<file path="src/rtl/llr_combine_unit_pkg.sv">
// llr_pkg: shared types and helpers for the multi-read LLR combiner.
// Holds the FSM state encoding and the saturating add used by every lane.
// The add works on a wide signed container so one function serves any ACC_W.
package llr_pkg;

  typedef enum logic [1:0] {
    IDLE   = 2'd0,
    ACCUM  = 2'd1,
    DECIDE = 2'd2,
    OUTPUT = 2'd3
  } llr_state_t;

  // Container width for the saturating add; ACC_W must stay below this.
  localparam int SUM_W = 64;

  typedef struct packed {
    logic signed [SUM_W-1:0] sum;
    logic                    clipped;
  } sat_res_t;

  // Symmetric saturation limits: +(2^(w-1)-1) and its negation, so the
  // most negative two's-complement code is never produced and |acc| fits.
  function automatic logic signed [SUM_W-1:0] sat_max(input int acc_w);
    return (64'sd1 <<< (acc_w - 1)) - 64'sd1;
  endfunction

  function automatic logic signed [SUM_W-1:0] sat_min(input int acc_w);
    return -sat_max(acc_w);
  endfunction

  // Both operands arrive sign-extended to SUM_W, so the raw add cannot wrap.
  function automatic sat_res_t sat_add(input logic signed [SUM_W-1:0] acc,
                                       input logic signed [SUM_W-1:0] llr,
                                       input int                      acc_w);
    sat_res_t                r;
    logic signed [SUM_W-1:0] s;
    s         = acc + llr;
    r.sum     = s;
    r.clipped = 1'b0;
    if (s > sat_max(acc_w)) begin
      r.sum     = sat_max(acc_w);
      r.clipped = 1'b1;
    end else if (s < sat_min(acc_w)) begin
      r.sum     = sat_min(acc_w);
      r.clipped = 1'b1;
    end
    return r;
  endfunction

endpackage

</file>
<file path="src/rtl/llr_combine_unit_sat_lane.sv">
// llr_sat_lane: one lane accumulator with saturating add and synchronous clear.
// Latency: sum visible one cycle after en; mag/pos/clip are combinational.
// Backpressure: none, the parent qualifies en with its handshake.
// Ports: clk, rst_n, clr (zero the sum), en (add llr), llr (signed lane input),
//        mag (|sum|), pos (sum > 0), clip (this cycle's add saturated).
module llr_sat_lane
  import llr_pkg::*;
#(
  parameter int LLR_W = 16,
  parameter int ACC_W = 24
) (
  input  logic             clk,
  input  logic             rst_n,
  input  logic             clr,
  input  logic             en,
  input  logic [LLR_W-1:0] llr,
  output logic [ACC_W-1:0] mag,
  output logic             pos,
  output logic             clip
);

  logic [ACC_W-1:0]       acc;
  logic [ACC_W-1:0]       acc_nxt;
  logic [SUM_W-1:0]       acc_ext;
  logic [SUM_W-1:0]       llr_ext;
  sat_res_t               res;
  logic [SUM_W-ACC_W-1:0] unused_hi;

  assign acc_ext = {{(SUM_W-ACC_W){acc[ACC_W-1]}}, acc};
  assign llr_ext = {{(SUM_W-LLR_W){llr[LLR_W-1]}}, llr};
  assign res     = sat_add(acc_ext, llr_ext, ACC_W);

  // The saturated result always fits ACC_W; the upper bits are sign copies.
  assign acc_nxt   = res.sum[ACC_W-1:0];
  assign unused_hi = res.sum[SUM_W-1:ACC_W];

  assign clip = en & res.clipped;

  // Negation is safe: the most negative code can never be stored.
  assign mag = acc[ACC_W-1] ? (~acc + ACC_W'(1)) : acc;
  assign pos = ~acc[ACC_W-1] & (|acc);

  always_ff @(posedge clk or negedge rst_n) begin
    if (!rst_n) begin
      acc <= '0;
    end else if (clr) begin
      acc <= '0;
    end else if (en) begin
      acc <= acc_nxt;
    end
  end

endmodule

</file>
<file path="src/rtl/llr_combine_unit.sv">
// llr_combine_unit: accumulates per-read signed LLR vectors of a cluster with
// saturation and issues hard bits, per-lane |sum|, read count and sticky sat.
// Latency: out_valid rises two cycles after the final accepted beat.
// Backpressure: in_ready only in ACCUM; decision held until out_ready.
// Ports: clk/rst_n (async active-low); start+num_reads open a cluster in IDLE;
//        in_valid/in_ready/in_llr/in_last carry read vectors (lane i at
//        [i*LLR_W +: LLR_W]); out_valid/out_ready/out_bits/out_conf/out_nreads/
//        out_sat carry the decision; busy is high whenever not IDLE.
// Build option: define LLR_COMBINE_ERASURE_EN to add out_erase, which flags
//        lanes with |sum| < ERASE_THR and forces their hard bit to 0.
module llr_combine_unit
  import llr_pkg::*;
#(
  parameter  int N_POS     = 10,
  parameter  int LLR_W     = 16,
  parameter  int ACC_W     = 24,
  parameter  int MAX_READS = 16,
  parameter  int ERASE_THR = 4,
  localparam int CNT_W     = $clog2(MAX_READS + 1)
) (
  input  logic                   clk,
  input  logic                   rst_n,
  input  logic                   start,
  input  logic [CNT_W-1:0]       num_reads,
  input  logic                   in_valid,
  output logic                   in_ready,
  input  logic [N_POS*LLR_W-1:0] in_llr,
  input  logic                   in_last,
  output logic                   out_valid,
  input  logic                   out_ready,
  output logic [N_POS-1:0]       out_bits,
  output logic [N_POS*ACC_W-1:0] out_conf,
  output logic [CNT_W-1:0]       out_nreads,
  output logic                   out_sat,
`ifdef LLR_COMBINE_ERASURE_EN
  output logic [N_POS-1:0]       out_erase,
`endif
  output logic                   busy
);

  llr_state_t             state;
  logic [CNT_W-1:0]       nreq;
  logic [CNT_W-1:0]       count;
  logic [CNT_W-1:0]       cnt_inc;
  logic [CNT_W-1:0]       nreq_clamped;
  logic                   sat_flg;
  logic                   accept;
  logic                   clr_acc;
  logic [N_POS-1:0]       lane_pos;
  logic [N_POS-1:0]       lane_clip;
  logic [N_POS*ACC_W-1:0] lane_mag;
  logic [N_POS-1:0]       bits_nxt;

  // in_ready is registered high only while in ACCUM, so it alone gates accept.
  assign accept       = in_valid & in_ready;
  assign clr_acc      = (state == IDLE) & start;
  assign cnt_inc      = count + CNT_W'(1);
  assign nreq_clamped = (num_reads > CNT_W'(MAX_READS)) ? CNT_W'(MAX_READS)
                                                        : num_reads;

  for (genvar i = 0; i < N_POS; i++) begin : g_lane
    llr_sat_lane #(
      .LLR_W(LLR_W),
      .ACC_W(ACC_W)
    ) u_lane (
      .clk  (clk),
      .rst_n(rst_n),
      .clr  (clr_acc),
      .en   (accept),
      .llr  (in_llr[i*LLR_W +: LLR_W]),
      .mag  (lane_mag[i*ACC_W +: ACC_W]),
      .pos  (lane_pos[i]),
      .clip (lane_clip[i])
    );
  end

`ifdef LLR_COMBINE_ERASURE_EN
  logic [N_POS-1:0] lane_erase;

  for (genvar i = 0; i < N_POS; i++) begin : g_erase
    assign lane_erase[i] = lane_mag[i*ACC_W +: ACC_W] < ACC_W'(ERASE_THR);
  end

  // Low-confidence lanes are reported as erased and never decide 1.
  assign bits_nxt = lane_pos & ~lane_erase;
`else
  localparam int unused_erase_thr = ERASE_THR;

  assign bits_nxt = lane_pos;
`endif

  always_ff @(posedge clk or negedge rst_n) begin
    if (!rst_n) begin
      state      <= IDLE;
      nreq       <= '0;
      count      <= '0;
      sat_flg    <= 1'b0;
      in_ready   <= 1'b0;
      out_valid  <= 1'b0;
      busy       <= 1'b0;
      out_bits   <= '0;
      out_conf   <= '0;
      out_nreads <= '0;
      out_sat    <= 1'b0;
`ifdef LLR_COMBINE_ERASURE_EN
      out_erase  <= '0;
`endif
    end else begin
      case (state)
        IDLE: begin
          if (start) begin
            nreq    <= nreq_clamped;
            count   <= '0;
            sat_flg <= 1'b0;
            busy    <= 1'b1;
            if (num_reads == '0) begin
              state <= DECIDE;
            end else begin
              state    <= ACCUM;
              in_ready <= 1'b1;
            end
          end
        end
        ACCUM: begin
          if (accept) begin
            count <= cnt_inc;
            if (|lane_clip) sat_flg <= 1'b1;
            // in_last on the final expected beat is one exit, not two.
            if (in_last || (cnt_inc == nreq)) begin
              state    <= DECIDE;
              in_ready <= 1'b0;
            end
          end
        end
        DECIDE: begin
          out_bits   <= bits_nxt;
          out_conf   <= lane_mag;
          out_nreads <= count;
          out_sat    <= sat_flg;
`ifdef LLR_COMBINE_ERASURE_EN
          out_erase  <= lane_erase;
`endif
          out_valid  <= 1'b1;
          state      <= OUTPUT;
        end
        OUTPUT: begin
          if (out_ready) begin
            out_valid <= 1'b0;
            busy      <= 1'b0;
            state     <= IDLE;
          end
        end
        default: begin
          state <= IDLE;
        end
      endcase
    end
  end

endmodule

</file>
<file path="config.mk">
export PLATFORM = sky130hd
export DESIGN_NAME = llr_combine_unit
export DESIGN_NICKNAME = d
export VERILOG_FILES = /design/src/rtl/llr_combine_unit_pkg.sv /design/src/rtl/llr_combine_unit_sat_lane.sv /design/src/rtl/llr_combine_unit.sv
export SDC_FILE = /design/constraint.sdc
export NUM_CORES = 2
export LEC_CHECK = 0
export ABC_AREA = 1
export BUFFER_PORTS_ARGS = -buffer_cell sky130_fd_sc_hd__buf_4
export CORE_MARGIN = 8
export CORE_UTILIZATION = 42
export DETAILED_ROUTE_END_ITERATION = 7
export PLACE_DENSITY = 0.65
export SYNTH_ARGS = -nofsm -noshare
export SYNTH_HDL_FRONTEND = slang
export SYNTH_SLANG_ARGS = --single-unit
export TNS_END_PERCENT = 1
</file>
<file path="constraint.sdc">
create_clock -name clk -period 6.2 [get_ports clk]
set_clock_uncertainty 0.15 [all_clocks]
set_input_delay 1.55 -clock clk [delete_from_list [all_inputs] [get_ports clk]]
set_output_delay 1.55 -clock clk [all_outputs]
set_load 0.01 [all_outputs]
</file>
==> flow_summary_export.csv <==
group,metric,value,unit
global_route,grt_first_pass_wirelength,229500,um
global_route,grt_pass1_vias,40912,
logic_synthesis,synth_edf_count,0,
setup_path,path_max_fanout,23,
routing,vias_per_cell,5.286,
cts,cts_setup_buffers,0,
placement,place_area,0.04647,mm^2
setup_path,cp-end-kind,"register",
timing,worstMarginPinSlew,1.110,ns
placement,gp_congestion,0.9597,
routing,drt_iter0_markers,3028,
logic_synthesis,netlist_area,0.04208,mm^2
worst_hold_path,hp-class,"reg2reg",
global_route,antenna_found_initial,4,
routing,drc,0,
timing,slew_headroom,26.00,%
final_layout,syn_to_final_growth,15.69,%
placement,hpwl,114400,um
logic_synthesis,ys_ff_latch,512,
logic_synthesis,synthFlopType,"dfrtp_1",
timing,timing.setup.tns,0,ns
floorplanning,io_pins,430,
floorplanning,dieArea,0.1106,mm^2
setup_path,cp-start-kind,"primary input",
final_layout,drive_gt1_share,9.619,%
pwr,peakVddDrop,0.2826,mV
routing,antenna_left,0,
final_layout,fin_area,0.04868,mm^2
cts,clock_path_buffers,3,
logic_synthesis,ys_types,59,
global_route,grt_overflow,0,
routing,routed_wl,146500,um
floorplanning,dieHeight,332.5,um
pwr,p_leak,26.15,nW
setup_path,crit_type,"in2reg",
job,max-cap-violations,0,
cts,clk_latency,0.69,ns
routing,wl_per_cell,18.08,um
timing,maxSlewViolCount,0,
floorplanning,die_w,332.5,um
cts,cts-root-buf,"clkbuf_16",
cts,cts_num_sinks,512,
final_layout,seqCellArea,0.01281,mm^2
timing,min_period,4.453,ns
timing,rsz0062_at_grt,"no",
timing,hold_viol,0,
floorplanning,rows,116,
timing,fmax,224.5,MHz
cts,cts_buffers,61,
logic_synthesis,ys_async_sr_fraction,100.0,%
routing,vias,42814,
pwr,p_total,25.36,mW
placement,port_buffers,429,
cts,cts-htree-levels,2,
logic_synthesis,netlist_instances,6404,
setup_path,required,6.57,ns
final_layout,fill_cells,10246,
logic_synthesis,yosys_warnings,0,
cts,path_clk_slew,0.06,ns
logic_synthesis,syn_area_per_cell,6.570,um^2
cts,cts_tree,"yes",
final_layout,multi_input_comb_area,0.02508,mm^2
floorplanning,start_util,42.20,%
global_route,grt_util_all_layers,25.40,%
cts,post_cts_resized,0,
timing,finalSetupViolCount,0,
logic_synthesis,synth_nets,6840,
routing,drtPass1Iterations,6,
cts,postCtsHoldBufs,0,
timing,post-route-period-util,71.83,%
setup_path,crit_arrival,4.83,ns
pwr,power_density,521.0,mW/mm^2
logic_synthesis,yosysSeqAreaShare,30.45,%
timing,worst_hold_slack,0.3316,ns
global_route,grt_start_max_net_pins,193,
floorplanning,core,0.09971,mm^2
outcome,outcome,"finished, final reports clean",
final_layout,fin_nets,7184,
==> kinds of logic after synthesis <==
kind of cell               after synthesis  synth area share, %
and+or+nand+nor                       3244                32.28
buffers and inverters                 1101                10.02
AOI/OAI and AO/OA                     1010                13.47
DFF                                    512                30.45
xor gates and xnor gates               271                5.695
adders and majority gates              265                8.059
muxes                                    1              0.02379
==> worst max-delay path, cell delays in order <==
cell and delay, ns:
buf_4 0.11, ha_1 0.25, fa_1 0.45, nand2_1 0.11
inv_1 0.05, nand2_1 0.05, nand3_1 0.15, nand2_1 0.12
nand2_1 0.07, nand2_1 0.10, nand2_1 0.06, nand2_1 0.06
nand2_1 0.07, nor2_1 0.09, nand2_1 0.07, nor2_1 0.14
nand4_1 0.09, nand2_1 0.07, nand2_1 0.51, a31oi_1 0.53
o22ai_1 0.11
==> Yosys cell counts, types with 64 or more instances <==
master | number | area (um^2)
clkbuf_1 | 132 | 495.5
nand3_1 | 416 | 2082
nand4_1 | 90 | 563.0
inv_1 | 917 | 3442
nand3b_1 | 64 | 480.5
o22ai_1 | 115 | 719.4
ha_1 | 255 | 3191
nor3_1 | 93 | 465.5
nor2_1 | 497 | 1866
a21oi_1 | 314 | 1572
nand2_1 | 1994 | 7485
xor2_1 | 223 | 1953
dfrtp_1 | 512 | 12810
o21ai_0 | 386 | 1932
==> sequential cells by signal (all words and copies together) (netlist names), 2 cells and up <==
register,count
nreq,5
out_conf,240
state,2
g_lane.u_lane.acc,240
out_bits,10
count,5
out_nreads,5
==> per-stage QoR <==
step           setup slack (ns)  instances  utilization (%)
6_report                  1.747       8099            48.82
5_1_grt                   1.473       8098            48.82
3_5_place_dp              1.055       7983            46.61
2_1_floorplan             2.201       6404                -
3_3_place_gp              1.038       7983            46.61
4_1_cts                   1.789       8097            48.81
==> worst paths after layout <==
kind	from	endpoint	slack [ns]	depth (start not counted)
worst max-delay path	in_llr[144]	g_lane[9].u_lane.acc[17]$_DFFE_PN0P_	1.75	21
worst min-delay path	out_bits[5]$_DFFE_PN0P_	out_bits[5]$_DFFE_PN0P_	0.33	2
worst max register to register	g_lane[9].u_lane.acc[0]$_DFFE_PN0P_	g_lane[9].u_lane.acc[17]$_DFFE_PN0P_	2.24	20
worst min register to register	out_bits[5]$_DFFE_PN0P_	out_bits[5]$_DFFE_PN0P_	0.33	2
max in group asynchronous	rst_n	out_conf[219]$_DFFE_PN0P_	3.88	2
min in group asynchronous	rst_n	out_conf[181]$_DFFE_PN0P_	0.72	1
==> per-layer routing <==
| layer | GRT usage [%] | part of all wire, % | vias up |
|---|---|---|---|
| li1 | - | - | 21490 |
| met1 | 33.87 | 45 | 20012 |
| met2 | 42.37 | 46 | 1099 |
| met3 | 4.326 | 5.8 | 211 |
| met4 | 7.008 | 2.9 | 2 |
| met5 | 0 | 0.0089 | - |
==> final cells by class <==
| cell class | count | area share, % |
|---|---|---|
| antenna | 2 | 0.01028 |
| clock buffer | 77 | 3.486 |
| clock inverter | 37 | 1.031 |
| inverter | 932 | 7.213 |
| multi-input combinational | 4791 | 51.52 |
| sequential | 512 | 26.32 |
| tap | 1298 | 3.336 |
| timing repair buffer | 450 | 7.084 |
==> cells in the final DEF, fill, tap and decap left out, types with 12 or more instances in the layout <==
cell type,netlist,routed
clkinv_2,0,13
nor2_1,497,497
nand2_1,1994,1991
inv_1,917,915
nor3_1,93,93
a31oi_1,57,57
o211ai_1,25,25
xor2_1,223,223
nand2_2,24,24
nand3b_1,64,64
inv_2,12,12
dfrtp_1,512,512
nand4_1,90,90
a21oi_1,314,314
o22ai_1,115,115
clkbuf_16,0,61
xnor2_1,45,45
nand3_1,416,416
ha_1,255,254
buf_4,2,444
o21ai_1,16,16
o21ai_0,386,386
nor4_1,20,20
o21bai_1,30,30
o221ai_1,18,18
==> report_power, final <==
part	switching [mW]	internal [mW]
Clock	1.63	2.32
Sequential	1.43	4.61
Combinational	10.0	5.37
Note: power is estimated with default switching activity, not from simulation.
